### src/rtl/frontend_pipe_ctrl.sv
// ---------------------------------------------------------------------------
// frontend_pipe_ctrl
//
// Purpose:
//   Stall/flush controller for the in-order front end (PC, IF->ID, ID->RR,
//   RR->DP). It handles backend back-pressure and icache-miss bubbles. After
//   a backend redirect it runs a FLUSH -> RECOVER sequence, and a watchdog
//   flags a rename-map restore that never completes.
//
// Parameters:
//   FLUSH_CYCLES     cycles of forced clear after a redirect (1..15)
//   RECOVER_TIMEOUT  RECOVER cycles before the watchdog fires (2..255)
//
// Ports:
//   clock            sole clock, rising edge
//   reset            synchronous, active-low reset
//   dp_full          dispatch queue cannot accept a rename group
//   rob_full         ROB cannot accept a rename group
//   icache_miss      fetch has no valid group this cycle
//   redirect_valid   mispredict/exception redirect pulse
//   recover_done     rename map restore complete pulse
//   pc_stall         hold the PC register
//   stall_*/clear_*  hold/flush controls for the three pipeline registers
//   busy             controller is not in RUN
//   recover_timeout  sticky watchdog error, cleared only by reset
//   perf_stall_cnt   saturating count of pc_stall cycles
//   perf_flush_cnt   saturating count of FLUSH/redirect cycles
//
// Configuration:
//   FRONTEND_PERF_CNT_EN  when defined, the performance counters are built.
//                         Otherwise both counter ports are tied to zero.
// ---------------------------------------------------------------------------
module frontend_pipe_ctrl #(
    parameter int unsigned FLUSH_CYCLES    = 2,
    parameter int unsigned RECOVER_TIMEOUT = 64
) (
    input  logic        clock,
    input  logic        reset,
    input  logic        dp_full,
    input  logic        rob_full,
    input  logic        icache_miss,
    input  logic        redirect_valid,
    input  logic        recover_done,
    output logic        pc_stall,
    output logic        stall_if_id,
    output logic        clear_if_id,
    output logic        stall_id_rr,
    output logic        clear_id_rr,
    output logic        stall_rr_dp,
    output logic        clear_rr_dp,
    output logic        busy,
    output logic        recover_timeout,
    output logic [31:0] perf_stall_cnt,
    output logic [31:0] perf_flush_cnt
);

    typedef enum logic [1:0] {
        RUN     = 2'd0,
        FLUSH   = 2'd1,
        RECOVER = 2'd2
    } state_e;

    localparam logic [3:0] FLUSH_LOAD  = 4'(FLUSH_CYCLES - 1);
    localparam logic [8:0] TIMEOUT_VAL = 9'(RECOVER_TIMEOUT);

    state_e     state_q, state_d;
    logic [3:0] flushCnt_q, flushCnt_d;
    logic [7:0] recCnt_q, recCnt_d;
    logic       doneLatch_q, doneLatch_d;
    logic       timeout_q, timeout_d;
    logic       backendStall;

    assign backendStall    = dp_full | rob_full;
    assign busy            = (state_q != RUN);
    assign recover_timeout = timeout_q;

    // Output decode. A redirect overrides everything. Clearing all three
    // registers while letting the PC load the redirect target means we never
    // stall and clear the same register together.
    always_comb begin
        pc_stall    = 1'b0;
        stall_if_id = 1'b0;
        clear_if_id = 1'b0;
        stall_id_rr = 1'b0;
        clear_id_rr = 1'b0;
        stall_rr_dp = 1'b0;
        clear_rr_dp = 1'b0;
        if (redirect_valid) begin
            clear_if_id = 1'b1;
            clear_id_rr = 1'b1;
            clear_rr_dp = 1'b1;
        end else begin
            case (state_q)
                RUN: begin
                    if (backendStall) begin
                        pc_stall    = 1'b1;
                        stall_if_id = 1'b1;
                        stall_id_rr = 1'b1;
                        stall_rr_dp = 1'b1;
                    end else if (icache_miss) begin
                        // Bubble: hold PC, inject an empty group into IF->ID.
                        pc_stall    = 1'b1;
                        clear_if_id = 1'b1;
                    end
                end
                FLUSH: begin
                    pc_stall    = 1'b1;
                    clear_if_id = 1'b1;
                    clear_id_rr = 1'b1;
                    clear_rr_dp = 1'b1;
                end
                RECOVER: begin
                    // Hold the already-fetched correct-path groups upstream
                    // and keep dispatch starved until the map is restored.
                    pc_stall    = 1'b1;
                    stall_if_id = 1'b1;
                    stall_id_rr = 1'b1;
                    clear_rr_dp = 1'b1;
                end
                default: ;
            endcase
        end
    end

    // Next-state logic. An early recover_done seen during FLUSH is
    // remembered so that RECOVER lasts only one cycle.
    always_comb begin
        state_d     = state_q;
        flushCnt_d  = flushCnt_q;
        recCnt_d    = recCnt_q;
        doneLatch_d = doneLatch_q;
        timeout_d   = timeout_q;
        if (redirect_valid) begin
            state_d     = FLUSH;
            flushCnt_d  = FLUSH_LOAD;
            recCnt_d    = 8'd0;
            doneLatch_d = 1'b0;
        end else begin
            case (state_q)
                FLUSH: begin
                    if (recover_done) begin
                        doneLatch_d = 1'b1;
                    end
                    if (flushCnt_q == 4'd0) begin
                        state_d = RECOVER;
                    end else begin
                        flushCnt_d = flushCnt_q - 4'd1;
                    end
                end
                RECOVER: begin
                    if (recCnt_q != 8'hFF) begin
                        recCnt_d = recCnt_q + 8'd1;
                    end
                    // Fires on the edge where the counter reaches the limit.
                    if ((9'(recCnt_q) + 9'd1) >= TIMEOUT_VAL) begin
                        timeout_d = 1'b1;
                    end
                    if (recover_done || doneLatch_q) begin
                        state_d     = RUN;
                        doneLatch_d = 1'b0;
                    end
                end
                default: ;
            endcase
        end
    end

    // State registers with synchronous active-low reset.
    always_ff @(posedge clock) begin
        if (!reset) begin
            state_q     <= RUN;
            flushCnt_q  <= 4'd0;
            recCnt_q    <= 8'd0;
            doneLatch_q <= 1'b0;
            timeout_q   <= 1'b0;
        end else begin
            state_q     <= state_d;
            flushCnt_q  <= flushCnt_d;
            recCnt_q    <= recCnt_d;
            doneLatch_q <= doneLatch_d;
            timeout_q   <= timeout_d;
        end
    end

`ifdef FRONTEND_PERF_CNT_EN
    logic [31:0] perfStall_q;
    logic [31:0] perfFlush_q;

    // Saturating performance counters.
    always_ff @(posedge clock) begin
        if (!reset) begin
            perfStall_q <= 32'd0;
            perfFlush_q <= 32'd0;
        end else begin
            if (pc_stall && (perfStall_q != 32'hFFFF_FFFF)) begin
                perfStall_q <= perfStall_q + 32'd1;
            end
            if (((state_q == FLUSH) || redirect_valid) && (perfFlush_q != 32'hFFFF_FFFF)) begin
                perfFlush_q <= perfFlush_q + 32'd1;
            end
        end
    end

    assign perf_stall_cnt = perfStall_q;
    assign perf_flush_cnt = perfFlush_q;
`else
    assign perf_stall_cnt = 32'd0;
    assign perf_flush_cnt = 32'd0;
`endif

endmodule

### config.mk
export PLATFORM = sky130hd
export DESIGN_NAME = frontend_pipe_ctrl
export DESIGN_NICKNAME = d
export VERILOG_FILES = /design/src/rtl/frontend_pipe_ctrl.sv
export SDC_FILE = /design/constraint.sdc
export NUM_CORES = 1
export LEC_CHECK = 0
export CAP_MARGIN = 20
export CORE_MARGIN = 2
export CORE_UTILIZATION = 39
export CTS_BUF_LIST = sky130_fd_sc_hd__clkbuf_16
export CTS_CLUSTER_DIAMETER = 100
export CTS_CLUSTER_SIZE = 40
export DETAILED_ROUTE_END_ITERATION = 12
export MAX_ROUTING_LAYER = met4
export PLACE_DENSITY = 0.93
export SLEW_MARGIN = 0
export SYNTH_ARGS = -nofsm -noshare
export SYNTH_HDL_FRONTEND = slang
export SYNTH_SLANG_ARGS = --single-unit
### constraint.sdc
create_clock -name clock -period 1.9 [get_ports clock]
set_clock_uncertainty 0.05 [all_clocks]
set_input_delay 0.38 -clock clock [delete_from_list [all_inputs] [get_ports clock]]
set_output_delay 0.38 -clock clock [all_outputs]
set_load 0.05 [all_outputs]
==> metrics.md, run 1 <==
| Metric | Value |
|---|---|
| DRT Wirelength | `2.599 mm` |
| Placed cell area | `1503 um2` |
| Post-synth top area share | `34.87%` |
| Buffers on Ports | `15` |
| Mapped Cells | `180` |
| PnR worst setup slack | `0.03306 ns` |
| Yosys warning count | `0` |
| Worst Hold Class | `register to register` |
| Critical Path End Type | `output pin` |
| Post-Synthesis Cell Area | `1443 um2` |
| Iter 0 DRT Violations | `42` |
| Drt via density | `4.390` |
| Worst Path Max Fanout | `6` |
| Post-CTS Setup Bufs | `0` |
| Dpl ws | `-0.1700 ns` |
| Share of layout cells above drive strength 1 | `17.91%` |
| Unrepaired setup endpoints after global routing | `no` |
| Gpl congestion | `0.7507` |
| Fin. Hold Viols | `0` |
| Clk sinks | `16` |
| Leakage power | `0.7397 nW` |
| Fill count | `364` |
| First-pass GRT wire length | `4.167 mm` |
| Vias in the first global route | `949` |
| Sequential-to-total area share from yosys stat | `22.20%` |
| Clock buffer count from CTS | `3` |
| Clock transition at the registers of the reported paths | `0.05 ns` |
| Routed WL per cell | `10.44 um` |
| Final Setup Violations | `0` |
| Vias after detailed routing | `1,093` |
| CP arrival | `1.44 ns` |
| Cell Rows | `22` |
| Final Instance Area | `1622 um2` |
| Gate power share | `42.3%` |
| Number of synthesized register bits | `16` |
| Clk pwr share | `30.9%` |
| DRC errors left | `0` |
| DPL Wire Length | `1.956 mm` |
| Fin crit share | `98.26%` |
| Final nets | `215` |
| Switching Power | `573.2 uW` |
| Antenna-violating nets left | `0` |
| Antenna violations before repair | `0` |
| Post-synth top area cell | `buf_4` |
| CTS tree | `done` |
| CP Launch Type | `input port` |
| Switch share | `43.23%` |
| Int Power | `752.8 uW` |
| Outcome | `complete, no violations` |
| Ys flop type | `dfxtp_1` |
| Grt total ovfl | `0` |
| R2R Path Start | `flushCnt_q[0]` |
| Root Buffer | `clkbuf_16` |
| Asr flop ratio synth | `0%` |
| GRT Total Usage | `13.07%` |
| Area of the multi-input gates | `858.3 um2` |
| Critical Path Start | `redirect_valid` |
| Die H | `64.82 um` |
| Drt pass-1 iters | `4` |
| Worst skew pair latency | `0.25 ns` |
| Post-synth EDFFs | `0` |
| I/O Pins | `80` |
| Register area | `325.3 um2` |
| Pwr/cell area | `817.7 nW/um2` |
| Largest net degree at the start of global routing | `12` |
| Max Freq | `0.5356 GHz` |
| Die width | `64.82 um` |
| Placeable Area | `3606 um2` |
| CP Class | `input port to output pin` |
| Sequential power share | `26.7%` |
| Max Root-Sink Buffers | `2` |
| Final number of max-transition violations | `0` |
| Ranking of synthesized cells by area | `buf_4 35%, dfxtp_1 22%, ha_1 5.2%` |
| Max_cap viols | `0` |
| Min-delay src | `state_q[0]` |
| CP required | `1.47 ns` |
| VDD IR max | `0.2925 mV` |
| Fin crit period | `1.867 ns` |
| Count of cell types in the netlist | `38` |
| Antenna diodes | `0` |
| Die area | `4202 um2` |
| Initial Util | `40.01%` |
| CTS H-Tree Depth | `1` |
| Syn Area/Cell | `8.015 um2` |
| Area delta synth->final | `12.40%` |
-- cells in the mapped netlist, drive strengths merged, types with 2 or more instances --
library cell and instances:
a21oi 9, ha 6, or2 2, nor2b 3, a211oi 4, inv 7
and4 3, and3 4, nand2b 3, mux2i 3, nand2 9, nand4b 2
a31oi 2, dfxtp 16, nand3 3, o21ai 6, nor2 4, nor3 6
buf 70
-- final cells by class --
type	instances	area share (%)
Clock inverter	1	0.2315
Clock buffer	3	4.630
Tap cell	48	3.704
Inverter	7	1.620
Sequential cell	16	20.06
Multi-Input combinational cell	149	52.93
Timing Repair Buffer	25	16.82
-- per-stage QoR --
step | setup TNS (ns) | power, mW | util (%) | instances | hold slack [ns]
floorplan | -0.1535 | 0.8996 | - | 243 | 0.3964
global placement | -0.1446 | 0.8951 | 41.67 | 245 | 0.4017
detailed placement | -0.2704 | 0.9023 | 41.67 | 245 | 0.4180
CTS | 0 | 1.327 | 44.59 | 249 | 0.4339
global route | 0 | 1.369 | 44.97 | 249 | 0.4766
finish | 0 | 1.326 | 44.97 | 249 | 0.4314
-- layout by cell type, fill, tap and decap left out, types with 4 or more instances in the layout --
cell type / instances
a21oi_1: 7
buf_4: 11
inv_1: 7
o21ai_0: 5
dfxtp_1: 14
nor3_1: 5
and3_1: 4
conb_1: 64
nand2_1: 9
a211oi_1: 4
nor2_1: 4
buf_12: 5
-- state kept, by name (all words and copies together), names as in the netlist --
| name | count |
|---|---|
| state_q | 2 |
| recover_timeout | 1 |
| doneLatch_q | 1 |
| flushCnt_q | 4 |
| recCnt_q | 8 |
-- per-layer routing --
metal	vias up	GRT usage, %	wire length [um]
li1	530	-	-
met1	502	14.76	1015
met2	57	21.65	1317
met3	4	3.125	232
met4	0	6.383	34
met5	-	-	0
-- what timing repair did --
item	4_1_cts	5_1_grt
gates resized for setup	12	5
setup endpoints to repair	5	4
hold buffers	0	0
pin swaps	2	1
-- power by group through the flow --
stage               sequential (mW)  clock [mW]  combinational (mW)
floorplan                     0.358           0               0.542
global placement              0.360           0               0.535
detailed placement            0.361           0               0.542
CTS                           0.355       0.418               0.555
global route                  0.356       0.428               0.586
finish                        0.355       0.410               0.561
-- path summary, 6_finish.rpt --
check,cells past startpoint,slack (ns),to
worst max-delay path,4,0.03,clear_rr_dp
worst min-delay path,2,0.43,state_q[0]
worst max register to register,5,0.21,state_q[1]
worst min register to register,2,0.43,state_q[0]
-- critical path, stage by stage --
cell and delay (ns):
clkdlybuf4s50_1 0.42, buf_4 0.17, or2_2 0.30, buf_6 0.16
-- cell families (layout without fill, tap and decap cells) --
group,count (synthesis),after routing,share of synthesized area (%)
fa+ha+maj,6,6,5.204
flops,16,16,22.20
compound gates,30,30,13.53
other cells,1,64,0.2599
buf+inv,78,36,37.99
simple gates,45,45,18.13
xor+xnor,1,1,0.6072
mux,3,3,2.082
Note: power is estimated with default switching activity, not from simulation.
==> run 2, diff against run 1 <==
HOLD_SLACK_MARGIN = 0.02   (was unset)
==> results of run 2 <==
No change in the layout: final DEF, timing and power equal those of run 1.
==> run 3, diff against run 2 <==
SETUP_SLACK_MARGIN = 0.3   (was unset)
==> metrics.md, run 3 (synthesized netlist as in run 1, its figures left out) <==
| Metric | Value |
|---|---|
| Drt via density | `4.490 (+2.3%)` |
| Max reg flops | `8 (unchanged)` |
| Grt total ovfl | `0 (unchanged)` |
| # hold bufs at CTS | `0 (unchanged)` |
| Area delta synth->final | `24.63%` |
| Initial Util | `40.01% (unchanged)` |
| CP Class | `register to output pin` |
| Leakage power | `0.7910 nW (+6.9%)` |
| Final non-filler cell total | `257 (+3.2%)` |
| CP arrival | `1.40 ns (-0.04 ns)` |
| CP Launch Type | `register` |
| Die H | `64.82 um (unchanged)` |
| Die area | `4202 um2 (unchanged)` |
| GR Util met1 | `13.84% (-0.91 points)` |
| Inst Count DP | `247 (+0.82%)` |
| Hold slack | `0.4377 ns (+0.006330 ns)` |
| First-pass GRT wire length | `4.312 mm (+3.5%)` |
| Crit-path cells | `inv_4, ha_4, or2_4, a31o_4, buf_8` |
| GRT Total Usage | `13.39% (+0.32 points)` |
| Clock buffer count from CTS | `3 (unchanged)` |
| Pwr/cell area | `782.4 nW/um2 (-4.3%)` |
| CP bufs+invs | `2 (-1)` |
| Die width | `64.82 um (unchanged)` |
| DRC errors left | `0 (unchanged)` |
| Delay-heaviest family, CP | `flip-flops` |
| Buffers on Ports | `15 (unchanged)` |
| Vias in the first global route | `992 (+4.5%)` |
| Most frequent cells in the layout | `64 x conb_1, 16 x buf_4, 12 x dfxtp_1` |
| Fin util | `49.86% (+4.9 points)` |
| Fin crit share | `96.22% (-2.0 points)` |
| CTS H-Tree Depth | `1 (unchanged)` |
| I/O Pins | `80 (unchanged)` |
| Antenna diodes | `0 (unchanged)` |
| Final number of max-transition violations | `0 (unchanged)` |
| Unrepaired setup endpoints after global routing | `yes` |
| Root Buffer | `clkbuf_16` |
| Share of layout cells above drive strength 1 | `27.75% (+9.8 points)` |
| Outcome | `complete, no violations` |
| Largest net degree at the start of global routing | `12 (unchanged)` |
| Top flop regs | `recCnt_q: 8 flops, flushCnt_q: 4 flops, state_q: 2 flops` |
| DRT Wirelength | `2.866 mm (+10%)` |
| Worst Path Max Fanout | `3 (-3)` |
| Dpl ws | `-0.1961 ns (-0.02617 ns)` |
| Cell Rows | `22 (unchanged)` |
| Clk sinks | `16 (unchanged)` |
| Gpl congestion | `0.7525 (+0.24%)` |
| Worst Hold Class | `register to register` |
| Max Root-Sink Buffers | `2 (unchanged)` |
| GR Layer Usage met2 | `23.20% (+1.5 points)` |
| Antenna-violating nets left | `0 (unchanged)` |
| Critical Path End Type | `output pin` |
| Routed WL per cell | `11.15 um (+6.8%)` |
| Worst skew pair latency | `0.25 ns (about the same)` |
| Iter 0 DRT Violations | `18 (-57%)` |
| Clock transition at the registers of the reported paths | `0.05 ns (about the same)` |
| Max Freq | `0.5470 GHz (+2.1%)` |
| Fin. Hold Viols | `0 (unchanged)` |
| Fill count | `340 (-6.6%)` |
| Final nets | `223 (+3.7%)` |
| Placeable Area | `3606 um2 (unchanged)` |
| GRT Max-Usage Layer | `met2` |
| PnR worst setup slack | `0.07181 ns (+0.03875 ns)` |
| Commonest non-fill, non-tap cell in the layout | `conb_1` |
| DPL Wire Length | `1.908 mm (-2.5%)` |
| Top reg by flops | `recCnt_q` |
| Fin crit period | `1.828 ns (-0.03875 ns)` |
| Antenna violations before repair | `0 (unchanged)` |
| Vias after detailed routing | `1,154 (+5.6%)` |
| Setup TNS | `0 ns (unchanged)` |
| Final Setup Violations | `0 (unchanged)` |
| Met3 Track Usage GR | `2.778% (-0.35 points)` |
| Max_cap viols | `0 (unchanged)` |
| CP required | `1.47 ns (about the same)` |
| CTS tree | `done` |
| Slowest stage delay, CP | `0.36 ns (-0.06 ns)` |
| Drt pass-1 iters | `4 (unchanged)` |
| Slowest cell on crit path | `dfxtp_2` |
| VDD IR max | `0.2810 mV (-3.9%)` |
run 3: cell count changes in the layout (fill, tap and decap cells not counted), sizes merged:
cell	change
buf	+8
clkdlybuf4s50	-1
dlygate4sd2	-1
clkbuf	+1
clkdlybuf4s15	+1
run 3: layout make-up:
cell class	count	area, um2	share of cell area (%)
multi-input cells	149	944.7	52.54
repair buffers	33	352.8	19.62
flip-flops and latches	16	327.8	18.23
clock buffers	3	75.07	4.175
well taps	48	60.06	3.340
inverters	7	33.78	1.879
clock inverters	1	3.754	0.2088
run 3: final timing paths:
path | start | to | slack [ns] | cells past startpoint
max | state_q[1] | clear_if_id | 0.07 | 5
min | doneLatch_q | doneLatch_q | 0.44 | 2
max reg2reg | flushCnt_q[0] | flushCnt_q[0] | 0.34 | 5
min reg2reg | doneLatch_q | doneLatch_q | 0.44 | 2
run 3: power by group:
group          switching (mW)  leakage (nW)  internal (mW)
Sequential             0.0112         0.131          0.346
Combinational           0.461         0.621          0.181
Clock                   0.128        0.0385          0.279
Total                   0.601         0.791          0.806
run 3: per-layer routing:
metal,wire (um),share of wire [%]
met3,265,9.2
met2,1484,52
met4,44,1.5
met1,1071,37
met5,0,0
run 3: metrics by stage:
step	area, um2	power, mW
floorplan	1729	0.9131
global placement	1550	0.9172
detailed placement	1550	0.9244
CTS	1720	1.377
global route	1798	1.462
finish	1798	1.407
run 3: what timing repair did:
action	CTS	global route
endpoints found under the setup margin	13	11
pin swaps	5	5
setup buffers	4	2
gates resized for setup	24	17
run 3: worst register-to-register path: stages (launching register included):
cell and delay (ns):
dfxtp_2 0.33, inv_1 0.07, ha_2 0.18, or3b_4 0.42, a211o_1 0.26, and3_1 0.15
